File: src/rtl/ultrasonic_pkg.sv
// Shared constants for the ultrasonic echo responder: state encoding,
// sensor timing constants and a distance range helper.
package ultrasonic_pkg;

   // State encoding for the responder FSM
   typedef logic [2:0] state_t;
   localparam state_t ST_IDLE      = 3'd0;
   localparam state_t ST_TRIG_MEAS = 3'd1;
   localparam state_t ST_BURST     = 3'd2;
   localparam state_t ST_ECHO      = 3'd3;
   localparam state_t ST_HOLDOFF   = 3'd4;

   // Round-trip time of sound per centimetre of target distance, in us
   localparam int US_PER_CM   = 58;
   localparam int MIN_CM      = 2;
   localparam int MAX_CM      = 400;
   // Echo width a real sensor reports when nothing reflects the burst
   localparam int TIMEOUT_US  = 38000;
   // Shortest trigger pulse the sensor accepts
   localparam int TRIG_MIN_US = 10;

   function automatic logic cm_in_range(input logic [8:0] cm);
      return (cm >= 9'(MIN_CM)) && (cm <= 9'(MAX_CM));
   endfunction

endpackage

File: src/rtl/us_tick_gen.sv
// Microsecond prescaler. Emits a one-cycle tick on the last clk cycle of
// every microsecond. 'clear' restarts the microsecond so a timed state
// entered on the clearing edge sees its first tick exactly CYCLES_PER_US
// cycles later.
module us_tick_gen #(
   parameter int CYCLES_PER_US = 50
) (
   input  logic clk,
   input  logic rst,
   input  logic clear,
   output logic tick
);

   localparam int CW = (CYCLES_PER_US > 1) ? $clog2(CYCLES_PER_US) : 1;
   localparam logic [CW-1:0] LAST = CW'(CYCLES_PER_US - 1);

   logic [CW-1:0] cnt;

   // Free-running modulo-CYCLES_PER_US cycle counter, restartable
   always_ff @(posedge clk) begin
      if (rst || clear) begin
         cnt <= '0;
      end else if (cnt == LAST) begin
         cnt <= '0;
      end else begin
         cnt <= cnt + CW'(1);
      end
   end

   assign tick = (cnt == LAST);

endmodule

File: src/rtl/ultrasonic_echo_responder.sv
// Ultrasonic ranging sensor emulator. Measures the trigger pulse, waits the
// burst time, returns an echo pulse whose width encodes distance_cm, then
// observes a hold-off dead time before accepting the next trigger.
// Optional feature macro: ECHO_TIMEOUT_EN -- when defined, an out-of-range
// distance returns a TIMEOUT_US wide echo instead of no echo at all.
module ultrasonic_echo_responder #(
   parameter int CYCLES_PER_US = 50,
   parameter int BURST_US      = 200,
   parameter int HOLDOFF_US    = 60000
) (
   input  logic       clk,
   input  logic       rst,
   input  logic       Trigger,
   input  logic [8:0] distance_cm,
   output logic       Echo,
   output logic       busy,
   output logic       trig_err
);
   import ultrasonic_pkg::*;

   localparam logic [15:0] TRIG_MIN_CYC = 16'(TRIG_MIN_US * CYCLES_PER_US);
   localparam logic [16:0] BURST_DUR    = 17'(BURST_US);
   localparam logic [16:0] HOLD_DUR     = 17'(HOLDOFF_US);

   state_t      state;
   state_t      state_next;
   logic        trig_q;
   logic [15:0] trig_cnt;
   logic [15:0] us_cnt;
   logic [8:0]  latched_cm;
   logic        us_tick;
   logic        trig_rise;
   logic        in_range;
   logic        dur_done;
   logic [16:0] echo_dur;
   logic [16:0] dur_us;

   assign trig_rise = Trigger & ~trig_q;
   assign in_range  = cm_in_range(latched_cm);

`ifdef ECHO_TIMEOUT_EN
   localparam logic [16:0] TIMEOUT_DUR = 17'(TIMEOUT_US);
   assign echo_dur = in_range ? (17'(latched_cm) * 17'(US_PER_CM)) : TIMEOUT_DUR;
`else
   assign echo_dur = 17'(latched_cm) * 17'(US_PER_CM);
`endif

   // Length in us of the timed state currently active
   always_comb begin
      dur_us = HOLD_DUR;
      case (state)
         ST_BURST: dur_us = BURST_DUR;
         ST_ECHO:  dur_us = echo_dur;
         default:  dur_us = HOLD_DUR;
      endcase
   end

   // The last tick of the final microsecond ends the timed state
   assign dur_done = us_tick && ({1'b0, us_cnt} == (dur_us - 17'd1));

   // Next-state logic; trigger activity is only looked at in IDLE/TRIG_MEAS
   always_comb begin
      state_next = state;
      case (state)
         ST_IDLE: begin
            if (trig_rise) state_next = ST_TRIG_MEAS;
         end
         ST_TRIG_MEAS: begin
            if (!Trigger) state_next = (trig_cnt >= TRIG_MIN_CYC) ? ST_BURST : ST_IDLE;
         end
         ST_BURST: begin
`ifdef ECHO_TIMEOUT_EN
            if (dur_done) state_next = ST_ECHO;
`else
            if (dur_done) state_next = in_range ? ST_ECHO : ST_HOLDOFF;
`endif
         end
         ST_ECHO: begin
            if (dur_done) state_next = ST_HOLDOFF;
         end
         ST_HOLDOFF: begin
            if (dur_done) state_next = ST_IDLE;
         end
         default: state_next = ST_IDLE;
      endcase
   end

   // Prescaler restarts on every state change
   us_tick_gen #(.CYCLES_PER_US(CYCLES_PER_US)) u_tick (
      .clk   (clk),
      .rst   (rst),
      .clear (state_next != state),
      .tick  (us_tick)
   );

   // State register, trigger edge detector and registered outputs
   always_ff @(posedge clk) begin
      if (rst) begin
         state    <= ST_IDLE;
         trig_q   <= 1'b0;
         Echo     <= 1'b0;
         busy     <= 1'b0;
         trig_err <= 1'b0;
      end else begin
         state    <= state_next;
         trig_q   <= Trigger;
         Echo     <= (state_next == ST_ECHO);
         busy     <= (state_next != ST_IDLE);
         trig_err <= (state == ST_TRIG_MEAS) && !Trigger && (trig_cnt < TRIG_MIN_CYC);
      end
   end

   // Trigger width counter: counts high samples, saturating
   always_ff @(posedge clk) begin
      if (rst) begin
         trig_cnt <= '0;
      end else if (state == ST_IDLE && trig_rise) begin
         trig_cnt <= 16'd1;
      end else if (state == ST_TRIG_MEAS && Trigger && trig_cnt != 16'hFFFF) begin
         trig_cnt <= trig_cnt + 16'd1;
      end
   end

   // Distance is captured once per accepted trigger and held for the pulse
   always_ff @(posedge clk) begin
      if (rst) begin
         latched_cm <= '0;
      end else if (state == ST_TRIG_MEAS && state_next == ST_BURST) begin
         latched_cm <= distance_cm;
      end
   end

   // Elapsed microseconds within the current timed state
   always_ff @(posedge clk) begin
      if (rst || (state_next != state)) begin
         us_cnt <= '0;
      end else if (us_tick) begin
         us_cnt <= us_cnt + 16'd1;
      end
   end

endmodule

File: config.mk
export PLATFORM = sky130hd
export DESIGN_NAME = ultrasonic_echo_responder
export DESIGN_NICKNAME = d
export VERILOG_FILES = /design/src/rtl/ultrasonic_pkg.sv /design/src/rtl/us_tick_gen.sv /design/src/rtl/ultrasonic_echo_responder.sv
export SDC_FILE = /design/constraint.sdc
export NUM_CORES = 1
export LEC_CHECK = 0
export BUFFER_PORTS_ARGS = -buffer_cell sky130_fd_sc_hd__buf_2
export CAP_MARGIN = 0
export CORE_UTILIZATION = 68
export DETAILED_ROUTE_END_ITERATION = 12
export PLACE_DENSITY = 0.86
export REMOVE_ABC_BUFFERS = 1
export SYNTH_ARGS = -nofsm -noshare
export SYNTH_HDL_FRONTEND = slang
export SYNTH_HIERARCHICAL = 1
export SYNTH_SLANG_ARGS = --single-unit
File: constraint.sdc
create_clock -name clk -period 11.2 [get_ports clk]
set_input_delay 1.12 -clock clk [delete_from_list [all_inputs] [get_ports clk]]
set_output_delay 1.12 -clock clk [all_outputs]
set_load 0.02 [all_outputs]
==> results of run 1 <==
## layout by cell type (no fill, tap or decap), types with 14 or more instances in the layout
| cell | n |
|---|---|
| nand4_1 | 19 |
| o21ai_0 | 17 |
| xnor2_1 | 34 |
| dfxtp_1 | 54 |
| xor2_1 | 23 |
| nand3_1 | 28 |
| nor2_1 | 57 |
| nand2_1 | 56 |
| inv_1 | 27 |
| ha_1 | 47 |
| buf_2 | 14 |
| a21oi_1 | 15 |
## sequential cells by signal (all words and copies together), names as in the netlist
signal	cells
Echo	1
busy	1
latched_cm	9
state	3
trig_cnt	16
trig_err	1
trig_q	1
u_tick/cnt	6
us_cnt	16
## power breakdown
part           internal [uW]  leakage (uW)  switching (uW)
registers                194      0.000436            2.76
logic                   6.52       0.00155            12.3
clock network           49.8     0.0000472            62.2
total                    250       0.00203            77.2
## layer usage
layer	vias to the layer above	track usage	wire, um
li1	1854	-	-
met1	1741	0.3349	3934
met2	75	0.5388	4630
met3	17	0.04396	339
met4	0	0.09649	143
met5	-	0	0
## worst max-delay path: cells and delay by family (launching register included)
family	cells	cell delay, ns
AO/OA/AOI/OAI	4	1.14
adder cells (fa/ha/maj)	4	1.69
AND/OR/NAND/NOR	4	1.78
buffers and inverters	2	0.24
XOR/XNOR	2	0.60
flip-flops	1	0.48
## worst min-delay path by stage
stage                        startpoint            end  cells past startpoint
after floorplan           u_tick/cnt[0]  u_tick/cnt[0]                      1
after global placement    u_tick/cnt[0]  u_tick/cnt[0]                      1
after detailed placement  u_tick/cnt[0]  u_tick/cnt[0]                      1
after CTS                 u_tick/cnt[0]  u_tick/cnt[0]                      1
after global routing      u_tick/cnt[0]  u_tick/cnt[0]                      1
final                     u_tick/cnt[0]  u_tick/cnt[0]                      1
## cells by family after synthesis
logic type | synth area share
simple gates | 0.2421
flops | 0.2455
buf+inv | 0.04319
fa+ha+maj | 0.1927
compound gates | 0.1253
xor+xnor | 0.1239
mux | 0.02728
## layout make-up
cell class | count | area (um^2)
clock buffer | 6 | 82.58
clock inverter | 2 | 12.51
fill | 460 | 1511
inverter | 28 | 105.1
multi-input combinational | 427 | 3132
sequential | 54 | 1081
tap | 75 | 93.84
timing repair buffer | 15 | 77.57
## per-stage QoR
step	hold slack, ns	cells
after CTS	0.4947	607
after floorplan	0.4434	509
after global routing	0.5291	607
after global placement	0.4567	599
after detailed placement	0.4698	599
final	0.4939	607
==> reports/results.txt, run 1 <==
Run status - complete, no violations
Setup WS pre-CTS - 5.171 ns
Final WL - 9048 um
Clock Latency Late Sink - 0.30 ns
Average cell area after synthesis - 8.323 um^2
First-pass detailed-route iteration total - 4
CTS tree - done
Maxcap violations - 0
Final period util - 0.5433
Clock Skews - 0.007281 ns
Reg2Reg Capture Point - us_cnt[4]
Top FF cell, synth - dfxtp_1
Final GP Congestion - 0.8466
Slew Limit Fails - 0
Num CTS Buffers - 5
CP Cell Sequence - inv_1 > fa_1 > inv_1 > ha_1 > fa_1 > ha_1 > a21o_1 > o21bai_1 > xor2_1 > nor4_1 > nand2_1 > xnor3_1 > or4_1 > or4_1 > a21oi_2 > o41ai_1
Critical path startpoint - latched_cm[5]
Netlist cell types - 57
Slew @ Worst Pin - 0.6722 ns
Area share of the largest cell type after synthesis - 0.2455
Slowest-stage cell, CP - or4_1
Worst setup path endpoint - us_cnt[4]
Reg2reg setup slack - 5.12 ns
Clock Tree Root - clkbuf_8
CTS H-tree lvls - 2
HP Class - reg2reg
Slew HR - 0.5519
Die height - 82.47 um
Post-synth EDFFs - 0
ANT cells - 0
Final worst slack - 5.115 ns
Initial Utilization - 0.7223
Most common cell in the netlist - nor2_1
Req. time, crit path - 11.38 ns
Area of the die - 0.006800 mm^2
Routed wire per std cell - 14.91 um
Largest net degree at the start of global routing - 21
Vias per inst - 6.074
Fin crit period - 6.085 ns
Clock Sinks - 54
Post-CTS Hold Buffers - 0
CP max stage delay - 0.76 ns
Mapped Cells - 529
Gr ovfl total - 0
Die width - 82.47 um
Total Power - 327.3 uW
Area growth from synthesis to layout - 4.121%
CORE AREA - 0.006096 mm^2
IO Pins - 15
Critical path class - reg2reg
Seq/Total Area, Yosys - 0.2455
Resized cells post-CTS - 0
Vias in the first global route - 3454
Worst Path Arrival - 6.26 ns
Synth warn - 6
I/O Buffers - 14
Area after DPL - 0.004489 mm^2
Asr flop ratio synth - 0
Crit. End Element - flop
Final hold vios - 0
Commonest cells post-synth - nor2_1, nand2_1, dfxtp_1, ha_1, xnor2_1
Unrepaired setup endpoints after global routing - false
Pwr Density - 71.40 mW/mm^2
All-Layer GR Usage - 0.2895
Hpwl dp - 6964 um
Clock-pin slew on the worst setup and hold paths - 0.10 ns
Via count - 3687
First-iteration detailed-routing DRC count - 172
Leakage power - 0.002031 uW
Antenna violations before repair - 0
Yosys reg bits - 54
Setup Buffers After CTS - 0
Post-layout util - 0.7521
Crit-path max FO - 19
Setup TNS - 0 ns
Layout Cell Area excl Fill - 0.004584 mm^2
Synth top area cells - dfxtp_1, ha_1, xnor2_1, fa_1, nor2_1
First-pass GRT wire length - 15100 um
Fmax - 164.3 MHz
Reg-to-Reg Start - latched_cm[5]
Max IR drop VDD - 0.06557 mV
CTS max path bufs - 2
Synth area leader - dfxtp_1
Row count - 28
Layout Nets - 603
Setup violations, final - 0
R2R cell count - 16
Syn Std Cell Area - 0.004403 mm^2
Post-route DRC - 0
Startpoint types - flop
Post-DRT Antenna Nets - 0
Ratio of cells with drive above 1 in the final layout - 0.06767
No activity file was read; power rests on OpenSTA's default activity.
==> run 2, diff against run 1 <==
CORE_UTILIZATION = 63   (was 68)
PLACE_DENSITY = 0.81   (was 0.86)
clock period = 6.3 ns   (was 11.2 ns; I/O delays follow)
==> reports/results.txt, run 2 (synthesis results as in run 1) <==
Commonest cells after routing, fill and taps aside - nor2_1, nand2_1, dfxtp_1
Unrepaired setup endpoints after global routing - false
Setup violations, final - 0
Slew HR - 0.5753
Clock Sinks - 54
Routed wire per std cell - 14.71 um
Gr ovfl total - 0
Crit. End Element - flop
IO Pins - 15
Crit-path max FO - 11
Final hold vios - 0
All-Layer GR Usage - 0.2693
CP Cell Sequence - inv_1 > fa_1 > inv_1 > ha_1 > fa_1 > ha_1 > a21o_1 > o21bai_1 > xor2_1 > nor4_1 > nand2_1 > xnor3_1 > or4_1 > or4_1 > a21oi_2 > o41ai_1
Final GP Congestion - 0.8758
Initial Utilization - 0.6517
CP max stage delay - 0.60 ns
First-pass GRT wire length - 16190 um
Post-layout util - 0.6800
Num CTS Buffers - 5
Final period util - 0.9323
Commonest non-fill, non-tap cell in the layout - nor2_1
Via count - 3737
Die width - 85.60 um
Setup TNS - 0 ns
Fin crit period - 5.873 ns
Slew Limit Fails - 0
Area of the die - 0.007327 mm^2
Run status - complete, no violations
FILL cells - 559
CTS H-tree lvls - 2
Max IR drop VDD - 0.1128 mV
ANT cells - 0
HP Class - reg2reg
Area growth from synthesis to layout - 4.348%
Setup Buffers After CTS - 0
First-iteration detailed-routing DRC count - 193
Post-route DRC - 0
Regs by FF count - trig_cnt (16), us_cnt (16), latched_cm (9)
First-pass detailed-route iteration total - 5
CTS max path bufs - 2
Resized cells post-CTS - 0
CORE AREA - 0.006756 mm^2
Vias in the first global route - 3612
Hpwl dp - 6961 um
Vias per inst - 6.096
Clock Skews - 0.01537 ns
Req. time, crit path - 6.48 ns
Layout Nets - 604
Post-DRT Antenna Nets - 0
Fmax - 170.3 MHz
Startpoint types - flop
Clock-pin slew on the worst setup and hold paths - 0.10 ns
Slowest-stage cell, CP - or4_1
Leakage power - 0.002036 uW
Total Power - 577.8 uW
Clock Tree Root - clkbuf_8
Critical path startpoint - latched_cm[5]
Hold path start - u_tick/cnt[0]
Fin Hold WS - 0.4966 ns
Ratio of cells with drive above 1 in the final layout - 0.06754
Reg-to-Reg Start - latched_cm[5]
Row count - 30
Largest net degree at the start of global routing - 21
Post-CTS Hold Buffers - 0
Pwr Density - 125.8 mW/mm^2
CTS tree - done
Antenna violations before repair - 0
Slew @ Worst Pin - 0.6361 ns
Maxcap violations - 0
Final WL - 9015 um
I/O Buffers - 14
Die height - 85.60 um
Clock Latency Late Sink - 0.31 ns
Critical path class - reg2reg
Worst Path Arrival - 6.06 ns
==> run 2: changes by cell type in the layout (fill, tap and decap cells not counted) <==
cell        change
clkinvlp_4      -1
clkbuf_1        +1
buf_4           +1
==> run 2: worst paths after layout <==
check,cells past startpoint,slack (ns),end
max,16,0.43,us_cnt[4]
min,1,0.50,u_tick/cnt[0]
max reg2reg,16,0.43,us_cnt[4]
min reg2reg,1,0.50,u_tick/cnt[0]
==> run 2: power by group <==
| group | leakage (uW) | total (uW) | internal, uW | switching (uW) |
|---|---|---|---|---|
| sequential | 0.000436 | 350 | 344 | 5.03 |
| combinational | 0.00155 | 33.1 | 11.6 | 21.6 |
| clock | 0.0000482 | 195 | 88.9 | 106 |
==> run 2: worst max-delay path: cells and delay by family, from the launching register on <==
| family | cells | cell delay, ns |
|---|---|---|
| simple gates | 4 | 1.64 |
| buf+inv | 2 | 0.24 |
| xor+xnor | 2 | 0.63 |
| compound gates | 4 | 1.08 |
| fa+ha+maj | 4 | 1.70 |
| flops | 1 | 0.49 |
==> run 2: cell type report <==
| type | instances | area, um^2 | share of cell area |
|---|---|---|---|
| clock buffer | 7 | 86.33 | 0.01879 |
| tap | 80 | 100.1 | 0.02179 |
| inverter | 28 | 105.1 | 0.02288 |
| clock inverter | 1 | 5.005 | 0.001089 |
| multi-input combinational | 427 | 3132 | 0.6816 |
| timing repair buffer | 16 | 85.08 | 0.01852 |
| sequential | 54 | 1081 | 0.2353 |
==> run 2: per-stage QoR <==
stage,instance area [um^2],worst slack (ns),std cells
after floorplan,4318,1.002,509
after global placement,4503,0.6579,605
after detailed placement,4503,0.4838,605
after CTS,4594,0.4864,613
after global routing,4594,0.06425,613
final,4594,0.4267,613
==> run 2: layer usage <==
layer	vias up	wire, um	GRT usage
met5	-	0	0
met4	0	214	0.1030
met3	26	381	0.04331
met2	108	4380	0.4647
met1	1753	4039	0.3386
li1	1850	-	-
==> run 3, diff against run 2 <==
GPL_TIMING_DRIVEN = 0   (was unset)
REMOVE_ABC_BUFFERS = unset   (was 1)
==> reports/results.txt, run 3 (synthesis results as in run 1) <==
Run status - complete, no violations
Post-route DRC - 0
I/O Buffers - 14
Resized cells post-CTS - 0
Maxcap violations - 0
Critical path startpoint - latched_cm[6]
Max IR drop VDD - 0.1326 mV
Antenna violations before repair - 0
Via count - 3683
Gr ovfl total - 0
Clock-pin slew on the worst setup and hold paths - 0.10 ns
Fmax - 171.9 MHz
Worst Path Buf+Inv - 4
Setup violations, final - 0
Num CTS Buffers - 5
Fin crit period - 5.819 ns
Clock Latency Late Sink - 0.32 ns
Worst setup path endpoint - u_tick/cnt[2]
Row count - 30
Critical path class - reg2reg
Fin Hold WS - 0.4909 ns
Delay-heaviest family, CP - adder cells
ANT cells - 0
Routed wire per std cell - 13.95 um
CTS tree - done
Vias in the first global route - 3423
Die width - 85.60 um
Clock Sinks - 54
Final hold vios - 0
Worst Path Arrival - 6.02 ns
Final period util - 0.9236
Setup TNS - 0 ns
Clock Skews - 0.01588 ns
Initial Utilization - 0.6517
Reg-to-Reg Start - latched_cm[6]
HP Class - reg2reg
Slowest-stage cell, CP - fa_1
Startpoint types - flop
Total Power - 619.6 uW
Syn_nets - 601
Post-layout util - 0.6931
Post-CTS Hold Buffers - 0
Reg2reg setup slack - 0.48 ns
First-iteration detailed-routing DRC count - 184
Regs by FF count - trig_cnt (16), us_cnt (16), latched_cm (9)
Commonest non-fill, non-tap cell in the layout - nor2_1
Crit. End Element - flop
First-pass detailed-route iteration total - 5
Ratio of cells with drive above 1 in the final layout - 0.06897
Area of the die - 0.007327 mm^2
CTS H-tree lvls - 2
CP max stage delay - 0.52 ns
Final WL - 8800 um
Commonest cells after routing, fill and taps aside - nor2_1, nand2_1, dfxtp_1
Req. time, crit path - 6.50 ns
CTS max path bufs - 2
Die height - 85.60 um
Layout Nets - 622
Crit-path max FO - 10
Slew HR - 0.5823
Clock Tree Root - clkbuf_8
IO Pins - 15
Largest net degree at the start of global routing - 17
Final GP Congestion - 0.8706
Post-DRT Antenna Nets - 0
R2R cell count - 20
Reg2Reg Capture Point - u_tick/cnt[2]
Leakage power - 0.002066 uW
Unrepaired setup endpoints after global routing - false
CP Cell Sequence - inv_1 > fa_1 > inv_1 > ha_1 > fa_1 > ha_1 > and3_1 > a221oi_2 > o21ai_0 > a211oi_1 > xnor2_1 > or4_1 > o211a_1 > or4_1 > buf_4 > buf_2 > a22oi_1 > nor2_1 > o41ai_4 > nor2_1
Pwr Density - 132.3 mW/mm^2
CORE AREA - 0.006756 mm^2
Slew Limit Fails - 0
CP Depth - 20
Area growth from synthesis to layout - 6.365%
First-pass GRT wire length - 14970 um
All-Layer GR Usage - 0.2517
Setup Buffers After CTS - 0
Hpwl dp - 6845 um
Slew @ Worst Pin - 0.6242 ns
Vias per inst - 5.837
run 3: cell types whose count changed in the layout (fill, tap and decap cells not counted), sizes merged:
| cell | before | now |
|---|---|---|
| clkbuf | 7 | 21 |
| bufinv | 0 | 1 |
| clkinv | 1 | 0 |
| clkinvlp | 0 | 1 |
| buf | 16 | 19 |
run 3: metal layers:
| layer | wire length [um] | up-vias | global-route usage |
|---|---|---|---|
| li1 | - | 1880 | - |
| met1 | 4197 | 1716 | 0.3355 |
| met2 | 4147 | 78 | 0.4320 |
| met3 | 359 | 9 | 0.03657 |
| met4 | 95 | 0 | 0.05909 |
| met5 | 0 | - | 0 |
run 3: report_power, final:
| part | internal, uW | total [uW] | leakage [uW] | switching, uW |
|---|---|---|---|---|
| sequential | 345 | 347 | 0.000436 | 2.72 |
| combinational | 13.1 | 38.4 | 0.00158 | 25.3 |
| clock | 119 | 234 | 0.0000514 | 115 |
| total | 476 | 620 | 0.00207 | 143 |
run 3: final cells by class:
| cell class | instances | area [um^2] |
|---|---|---|
| clock inverters | 2 | 37.54 |
| multi-input cells | 427 | 3132 |
| plain buffers | 20 | 85.08 |
| fillers | 552 | 2073 |
| clock buffers | 6 | 72.57 |
| repair buffers | 14 | 70.07 |
| flip-flops and latches | 54 | 1081 |
| well taps | 80 | 100.1 |
| inverters | 28 | 105.1 |
run 3: worst min-delay path by stage:
| stage | start | to | slack [ns] | cells after the start |
|---|---|---|---|---|
| 4_1_cts | u_tick/cnt[0] | u_tick/cnt[0] | 0.50 | 1 |
| 3_5_place_dp | u_tick/cnt[0] | u_tick/cnt[0] | 0.47 | 1 |
| 6_report | u_tick/cnt[0] | u_tick/cnt[0] | 0.49 | 1 |
| 5_1_grt | u_tick/cnt[0] | u_tick/cnt[0] | 0.53 | 1 |
| 2_1_floorplan | u_tick/cnt[0] | u_tick/cnt[0] | 0.44 | 1 |
| 3_3_place_gp | u_tick/cnt[0] | u_tick/cnt[0] | 0.46 | 1 |
run 3: stage by stage:
step	cell area, um^2	setup WS (ns)	std cells
3_3_place_gp	4573	0.5826	623
4_1_cts	4683	0.4664	631
6_report	4683	0.4811	631
3_5_place_dp	4573	0.4574	623
2_1_floorplan	4403	1.025	529
5_1_grt	4683	0.06821	631
